**config.mk**
```make
export PLATFORM = sky130hd
export DESIGN_NAME = seg7_scan_decoder
export DESIGN_NICKNAME = d
export VERILOG_FILES = /design/src/rtl/seg7_pkg.sv /design/src/rtl/seg7_pattern_decode.sv /design/src/rtl/seg7_scan_decoder.sv
export SDC_FILE = /design/constraint.sdc
export NUM_CORES = 1
export LEC_CHECK = 0
export ABC_AREA = 1
export CORE_MARGIN = 4
export CORE_UTILIZATION = 55
export DETAILED_ROUTE_END_ITERATION = 6
export PLACE_DENSITY = 0.8
export SYNTH_ARGS = -nofsm -noshare
export SYNTH_HDL_FRONTEND = slang
export SYNTH_HIERARCHICAL = 1
export SYNTH_SLANG_ARGS = --single-unit
```
**constraint.sdc**
```tcl
create_clock -name clk -period 2.3 [get_ports clk]
set_input_delay 0.23 -clock clk [delete_from_list [all_inputs] [get_ports clk]]
set_output_delay 0.23 -clock clk [all_outputs]
set_load 0.01 [all_outputs]
```
**src/rtl/seg7_pkg.sv**
```systemverilog
// Shared constants and types for the 7-segment scan decoder.
//   SEG_*      : active-low segment patterns, bit0=a .. bit6=g
//   BCD_BLANK  : nibble reported for a dark digit
//   BCD_ERR    : nibble reported for an unrecognised pattern
//   state_e    : frame assembly state
package seg7_pkg;

  localparam logic [6:0] SEG_0     = 7'b1000000;
  localparam logic [6:0] SEG_1     = 7'b1111001;
  localparam logic [6:0] SEG_2     = 7'b0100100;
  localparam logic [6:0] SEG_3     = 7'b0110000;
  localparam logic [6:0] SEG_4     = 7'b0011001;
  localparam logic [6:0] SEG_5     = 7'b0010010;
  localparam logic [6:0] SEG_6     = 7'b0000010;
  localparam logic [6:0] SEG_7     = 7'b1111000;
  localparam logic [6:0] SEG_8     = 7'b0000000;
  localparam logic [6:0] SEG_9     = 7'b0010000;
  localparam logic [6:0] SEG_BLANK = 7'b1111111;

  localparam logic [3:0] BCD_BLANK = 4'hF;
  localparam logic [3:0] BCD_ERR   = 4'hE;

  typedef enum logic {
    COLLECT,
    FULL
  } state_e;

endpackage

```
**src/rtl/seg7_pattern_decode.sv**
```systemverilog
// Combinational segment-pattern to BCD decoder; exact inverse of the display encoder.
//   seg    in  7  active-low segment lines
//   nibble out 4  BCD digit, BCD_BLANK or BCD_ERR
//   blank  out 1  pattern was all segments off
//   error  out 1  pattern is not a legal digit or blank
module seg7_pattern_decode
  import seg7_pkg::*;
(
  input  logic [6:0] seg,
  output logic [3:0] nibble,
  output logic       blank,
  output logic       error
);

  always_comb begin
    nibble = BCD_ERR;
    blank  = 1'b0;
    error  = 1'b0;
    case (seg)
      SEG_0:     nibble = 4'd0;
      SEG_1:     nibble = 4'd1;
      SEG_2:     nibble = 4'd2;
      SEG_3:     nibble = 4'd3;
      SEG_4:     nibble = 4'd4;
      SEG_5:     nibble = 4'd5;
      SEG_6:     nibble = 4'd6;
      SEG_7:     nibble = 4'd7;
      SEG_8:     nibble = 4'd8;
      SEG_9:     nibble = 4'd9;
      SEG_BLANK: begin
        nibble = BCD_BLANK;
        blank  = 1'b1;
      end
      default:   error = 1'b1;
    endcase
  end

endmodule

```
**src/rtl/seg7_scan_decoder.sv**
```systemverilog
// Multiplexed 7-segment bus monitor: waits for each digit pattern to be stable,
// decodes it back to BCD, assembles a DIGITS-wide frame and hands it off on a
// valid/ready output register.
//   clk       in  1           rising-edge clock
//   rst_n     in  1           async active-low reset
//   seg       in  7           active-low segment lines (bit0=a .. bit6=g)
//   digit_sel in  DIGITS      active-low digit selects
//   ready     in  1           consumer ready
//   valid     out 1           frame presented
//   bcd       out 4*DIGITS    nibble k = digit k
//   blank     out DIGITS      digit k was dark
//   error     out DIGITS      digit k was an illegal pattern
//   overrun   out 1           pulse: a full, unsent frame had a slot overwritten
module seg7_scan_decoder
  import seg7_pkg::*;
#(
  parameter int DIGITS        = 4,
  parameter int STABLE_CYCLES = 4
) (
  input  logic                  clk,
  input  logic                  rst_n,
  input  logic [6:0]            seg,
  input  logic [DIGITS-1:0]     digit_sel,
  input  logic                  ready,
  output logic                  valid,
  output logic [4*DIGITS-1:0]   bcd,
  output logic [DIGITS-1:0]     blank,
  output logic [DIGITS-1:0]     error,
  output logic                  overrun
);

  localparam int              CW      = $clog2(STABLE_CYCLES + 1);
  localparam logic [CW-1:0]   CNT_MAX = CW'(STABLE_CYCLES);
  localparam logic [CW-1:0]   CNT_HIT = CW'(STABLE_CYCLES - 1);

  logic [6:0]              seg_q;
  logic [DIGITS-1:0]       sel_q;
  logic [CW-1:0]           cnt_q;
  logic                    same, one_low, accept;
  logic [DIGITS-1:0]       hit;

  logic [3:0]              dec_nib;
  logic                    dec_blank, dec_err;

  logic [DIGITS-1:0][3:0]  slot_nib;
  logic [DIGITS-1:0]       slot_blank, slot_err;
  logic [DIGITS-1:0]       mask_q, mask_d;
  state_e                  state_q, state_d;
  logic                    out_free, xfer, ovr_d;

  // Input sample and stability run length. The counter saturates so a long
  // stable run produces exactly one accept.
  assign same = (seg == seg_q) && (digit_sel == sel_q);

  always_ff @(posedge clk or negedge rst_n) begin
    if (!rst_n) begin
      seg_q <= '1;
      sel_q <= '1;
      cnt_q <= '0;
    end else begin
      seg_q <= seg;
      sel_q <= digit_sel;
      if (!same)                cnt_q <= '0;
      else if (cnt_q != CNT_MAX) cnt_q <= cnt_q + 1'b1;
    end
  end

  // Exactly one select low: hit is one-hot, which also serves as the slot enable.
  assign hit     = ~sel_q;
  assign one_low = (hit != '0) && ((hit & (hit - DIGITS'(1))) == '0);
  assign accept  = same && (cnt_q == CNT_HIT) && one_low;

  seg7_pattern_decode u_dec (
    .seg    (seg_q),
    .nibble (dec_nib),
    .blank  (dec_blank),
    .error  (dec_err)
  );

  always_ff @(posedge clk or negedge rst_n) begin
    if (!rst_n) begin
      slot_nib   <= '0;
      slot_blank <= '0;
      slot_err   <= '0;
    end else if (accept) begin
      for (int k = 0; k < DIGITS; k++) begin
        if (hit[k]) begin
          slot_nib[k]   <= dec_nib;
          slot_blank[k] <= dec_blank;
          slot_err[k]   <= dec_err;
        end
      end
    end
  end

  // Frame FSM. The state simply tracks whether the capture mask is full.
  // An accept on the same edge as a transfer starts the next frame rather than
  // overwriting the departing one, so it does not count as an overrun.
  assign out_free = !valid || ready;

  always_comb begin
    mask_d = mask_q;
    xfer   = 1'b0;
    ovr_d  = 1'b0;
    case (state_q)
      COLLECT: if (accept) mask_d = mask_q | hit;
      FULL: begin
        if (out_free) begin
          xfer   = 1'b1;
          mask_d = accept ? hit : '0;
        end else if (accept) begin
          ovr_d = 1'b1;
        end
      end
      default: mask_d = '0;
    endcase
    state_d = (&mask_d) ? FULL : COLLECT;
  end

  always_ff @(posedge clk or negedge rst_n) begin
    if (!rst_n) begin
      state_q <= COLLECT;
      mask_q  <= '0;
    end else begin
      state_q <= state_d;
      mask_q  <= mask_d;
    end
  end

  // Output register: loads on transfer, otherwise drains on handshake.
  always_ff @(posedge clk or negedge rst_n) begin
    if (!rst_n) begin
      valid   <= 1'b0;
      bcd     <= '0;
      blank   <= '0;
      error   <= '0;
      overrun <= 1'b0;
    end else begin
      overrun <= ovr_d;
      if (xfer) begin
        valid <= 1'b1;
        bcd   <= slot_nib;
        blank <= slot_blank;
        error <= slot_err;
      end else if (ready) begin
        valid <= 1'b0;
      end
    end
  end

endmodule

```
## Word level (Yosys, flattened, before mapping)

Cells that the tools add are included.

- Flip-flop bits (word level): 69
- Input port bits: 14
- Output and inout bits: 26
- Logic and storage cells: 76

- Add/sub/neg operators: 2
- Equal/unequal tests: 15
- Multiplexer cells: 17
- Bitwise logic cells: 4
- Reductions and logical operators: 16

Operator list:

| kind | number |
|---|---|
| one-hot mux 4 bit (11 select lines) | 1 |
| == test 7 bit, second input constant | 4 |
| == test 7 x 5 -> 1 bit, second input constant | 3 |
| == test 7 x 6 -> 1 bit, second input constant | 2 |
| two-way mux 4 bit | 3 |
| OR reduction 11 bit | 1 |
| two-way mux 1 bit | 10 |
| one-hot mux 4 bit (2 select lines) | 1 |
| AND reduction 2 bit | 4 |
| == test 7 x 2 -> 1 bit, second input constant | 1 |
| == test 7 bit | 1 |
| zero test 7 bit | 1 |
| two-way mux 3 bit | 2 |
| bitwise AND 4 bit | 1 |
| == test 4 bit | 1 |
| logical AND 1 bit | 4 |
| zero test 4 bit | 1 |
| NOT 4 bit | 1 |
| bitwise OR 4 bit | 1 |
| AND reduction 4 bit | 1 |
| nonzero test 4 bit | 1 |
| subtractor 4 x 1 -> 4 bit, second input constant | 1 |
| adder 3 x 1 -> 3 bit, second input constant | 1 |
| == test 3 x 2 -> 1 bit, second input constant | 1 |
| other kinds (6) | 6 |

## Depth between registers and ports, before layout

- Word-level depth: 11
- Gate-level depth with buffers: 11
- Depth with buffers taken out: 11

## By module

The synthesis kept the hierarchy.

Modules (own cells, without submodules):

| module | times used | cells each | area each (sq um) | seq. area each (sq um) |
|---|---|---|---|---|
| seg7_scan_decoder | 1 | 245 | 2,768.9 | 1,740.4 |
| seg7_pattern_decode | 1 | 63 | 304.0 | 0.0 |

## Worst setup path after synthesis

Ideal clock, no wire load.

- Kind: reg-to-reg
- Start: register sel_q[1]
- End: register slot_nib[8] (netlist name)
- Library setup time: 0.119 ns
- Arrival: 1.525 ns
- Required time: 2.181 ns
- Setup slack: 0.656 ns
- Cell stages (with the launch flop): 10
- Path buffers: 1
- Period minus slack after synthesis: 1.644 ns
- Path through: dfstp_2 -> inv_1 -> nand2_1 -> o211ai_2 -> nor2_2 -> nor3b_4 -> nand2_1 -> buf_4 -> nand2_1 -> o21ai_2

- Cells in the longest elaborated chain, start to end: 7
- Elaborated cells between the ends (all ways): 11
- Those cells by class: 1 x add/sub; 1 x eq/ne; 2 x bitwise; 7 x reduce/logical

RTL lines:

| element | RTL line | RTL |
|---|---|---|
| start: declaration | seg7_scan_decoder.sv:37 | `logic [DIGITS-1:0] sel_q;` |
| start signal: assignment | seg7_scan_decoder.sv:62 | `sel_q <= digit_sel;` |
| NOT 4 bit | seg7_scan_decoder.sv:69 | `assign hit = ~sel_q;` |
| subtractor 4 x 1 -> 4 bit | seg7_scan_decoder.sv:70 | `assign one_low = (hit != '0) && ((hit & (hit - DIGITS'(1))) == '0);` |
| bitwise AND 4 bit | seg7_scan_decoder.sv:70 |  |
| zero test 4 bit | seg7_scan_decoder.sv:70 |  |
| logical AND 1 bit | seg7_scan_decoder.sv:70 |  |
| logical AND 1 bit (*) | seg7_scan_decoder.sv:71 | `assign accept = same && (cnt_q == CNT_HIT) && one_low;` |
| AND reduction 2 bit (no source line) (*) | -- |  |
| end signal: indexed assignment | seg7_scan_decoder.sv:88 | `slot_nib[k] <= dec_nib;` |
| end: declaration | seg7_scan_decoder.sv:45 | `logic [DIGITS-1:0][3:0] slot_nib;` |

Every way passes the cells marked *; elsewhere a longest branch is shown, timed or not.
A chain may end at the register's enable or synchronous reset.

## Final worst setup path

- Start: register cnt_q[1]
- End: register slot_nib[5] (netlist name)

- Cells in the longest elaborated chain, start to end: 4

RTL lines:

| element | RTL line | RTL |
|---|---|---|
| start: declaration | seg7_scan_decoder.sv:38 | `logic [CW-1:0] cnt_q;` |
| start signal: assignment | seg7_scan_decoder.sv:64 | `else if (cnt_q != CNT_MAX) cnt_q <= cnt_q + 1'b1;` |
| == test 3 x 2 -> 1 bit | seg7_scan_decoder.sv:71 |  |
| logical AND 1 bit (2 in series) | seg7_scan_decoder.sv:71 |  |
| AND reduction 2 bit (no source line) | -- |  |

Every way passes these cells.

==> flow_summary.json <==
{
  "status": "complete, no violations",
  "synth_most_common_cell": "nand2_1",
  "tns_ns": 0,
  "netlist_instances": 308,
  "drtIter0Drc": 90,
  "wl_per_cell_um": 12.9,
  "cts_setup_buffers": 0,
  "cts-root-buf": "clkbuf_8",
  "required_ns": 2.50,
  "drcViolationCount": 0,
  "p_per_area_nw_per_um2": 626,
  "arrival_ns": 2.23,
  "rows": 26,
  "cts.path.max_buffers": 2,
  "synth_top_cell_area_share": 0.472,
  "worstSetupStartpointType": "flop",
  "grt_use_total": 0.189,
  "cts-buffers-inserted": 9,
  "async_reset_ff_frac": 1.00,
  "period_minus_slack_ns": 2.02,
  "hpwl_um": 4050,
  "synth_fp_nets": 325,
  "synth_edf_count": 0,
  "endpoint_kind": "flop",
  "boundaryPins": 40,
  "worstSkewPairLatency_ns": 0.34,
  "synth_commonest_cells": "85 x nand2_1, 58 x dfrtp_1, 32 x inv_1",
  "maxCapViolCount": 0,
  "finalCritPeriodShare": 0.880,
  "yosys-top-cells-area": "dfrtp_1 47%, nand2_1 10%, dfstp_2 9.4%",
  "postRouteAntennaNets": 0,
  "layout.nets": 372,
  "placed_cells": 413,
  "wirelength_um": 5540,
  "crit_path_max_fanout": 12,
  "ir_worst_vdd_v": 0.000446,
  "worstSetupPathType": "reg -> reg",
  "cts.sinks": 69,
  "final_cells": 430,
  "leakage_uw": 0.00187,
  "syn_to_final_growth_pct": 21.4,
  "gp_congestion": 0.789,
  "skew_ns": 0.00632,
  "grt_pass1_vias": 2176,
  "syn_area_per_cell_um2": 9.98,
  "grt_max_degree": 50,
  "hold_viol": 0,
  "hp-class": "in -> reg",
  "setup_viol": 0,
  "rsz0062_at_grt": "false",
  "synth_seq_cells": 69,
  "total_power_uw": 2330,
  "worst_slew_pin_slew_ns": 0.499,
  "drtPass1Iterations": 4,
  "placedInstanceArea_um2": 3530,
  "yosys.area.top_type": "dfrtp_1",
  "antenna_cells": 0,
  "vias": 2161,
  "cts_tree": "yes",
  "die_y_um": 82.7,
  "syn-cell-area_um2": 3070,
  "synth_seq_area_share": 0.566,
  "slew_headroom": 0.667,
  "synthFlopType": "dfrtp_1",
  "clk_pin_slew_ns": 0.07,
  "core_um2": 5270,
  "port_buffers": 39,
  "final_area_um2": 3730,
  "synth_cell_types": 29,
  "ctsHtreeMaxLevel": 3,
  "drv_slew": 0,
  "antenna_found_initial": 0,
  "dieArea_um2": 6850,
  "fill_cells": 394,
  "viasPerCell": 5.03,
  "ys_warn_count": 6,
  "drive_gt1_frac": 0.219,
  "grt_overflow": 0,
  "dieWidth_um": 82.7,
  "grt_pass1_wl_um": 9720,
  "max_freq_mhz": 494,
  "start_util": 0.583
}
==> critical path, stage by stage, from the launching register on <==
cell and delay (ns):
dfrtp_1 0.37, ha_1 0.16, ha_1 0.18, o211ai_2 0.12
nor2_2 0.21, nor3b_4 0.27, nand2_1 0.32, nand2_1 0.16
o21ai_1 0.08
==> cell families (layout without fill, tap and decap cells) <==
| logic type | Yosys count | in the layout | share of synthesized area |
|---|---|---|---|
| adder cells (fa/ha/maj) | 3 | 3 | 0.0122 |
| AND/OR/NAND/NOR | 132 | 132 | 0.191 |
| XOR/XNOR | 8 | 8 | 0.0228 |
| buffers and inverters | 42 | 94 | 0.0599 |
| flip-flops | 69 | 69 | 0.566 |
| multiplexers | 24 | 24 | 0.0879 |
| AO/OA/AOI/OAI | 30 | 30 | 0.0594 |
==> worst paths after layout <==
path	endpoint	start	slack [ns]	cells after the start
worst max-delay path	slot_nib[5]	cnt_q[1]	0.28	8
worst min-delay path	sel_q[0]	digit_sel[0]	0.34	1
worst max register to register	slot_nib[5]	cnt_q[1]	0.28	8
worst min register to register	slot_nib[7]	slot_nib[7]	0.48	2
max in group asynchronous	sel_q[1]	rst_n	1.25	3
min in group asynchronous	slot_nib[8]	rst_n	0.40	2
==> registers in the layout (all words and copies together) (netlist names) <==
signal and cells:
bcd 16, slot_nib 16, seg_q 7, blank 4, error 4, mask_q 4
sel_q 4, slot_blank 4, slot_err 4, cnt_q 3, overrun 1, state_q 1
valid 1
==> cell usage in the layout, fill, tap and decap left out, types with 3 or more instances in the layout <==
cell type	Yosys	layout
xor2_1	6	6
nor2_2	7	7
inv_2	3	3
nand4_1	4	4
inv_1	32	32
o21ai_2	6	6
nand3_1	6	6
o21ai_1	18	18
nor2_1	17	17
ha_1	3	3
nand2_1	85	85
dfrtp_1	58	58
a21oi_1	4	4
mux2_2	24	24
dfstp_2	11	11
nand2_2	5	5
clkbuf_8	0	10
clkdlybuf4s50_1	0	38
==> repair_timing <==
| action | CTS | global route |
|---|---|---|
| hold buffers | 1 | 0 |
| resized for setup | 0 | 0 |
| endpoints found under the hold margin | 12 | 0 |
==> where the power goes <==
part	total, uW	internal [uW]	switching [uW]
Sequential	1250	1230	15.3
Combinational	119	46.1	72.9
Clock	969	528	441
Total	2330	1810	529
==> cell type report <==
cell class / instances / area, um^2 / area share
flip-flops and latches: 69 / 1740 / 0.466
multi-input cells: 197 / 1150 / 0.308
clock inverters: 4 / 47.5 / 0.0127
repair buffers: 43 / 430 / 0.115
inverters: 35 / 131 / 0.0352
clock buffers: 12 / 145 / 0.0389
well taps: 70 / 87.6 / 0.0235
==> metrics by stage <==
stage	setup WS, ns	hold slack (ns)	util
after floorplan	0.656	-0.0656	-
after detailed placement	0.179	0.227	0.670
after global placement	0.274	0.217	0.670
after CTS	0.261	0.328	0.708
after global routing	0.0980	0.334	0.708
final	0.277	0.341	0.708
==> routing by layer <==
metal	GRT usage	wire length, um	part of all wire	up-vias
met5	0	0	0	-
met4	0.0784	98	0.018	0
met3	0.0412	222	0.040	9
met2	0.316	2740	0.50	39
met1	0.237	2470	0.45	1041
li1	-	-	-	1072
No activity file was read; power rests on OpenSTA's default activity.
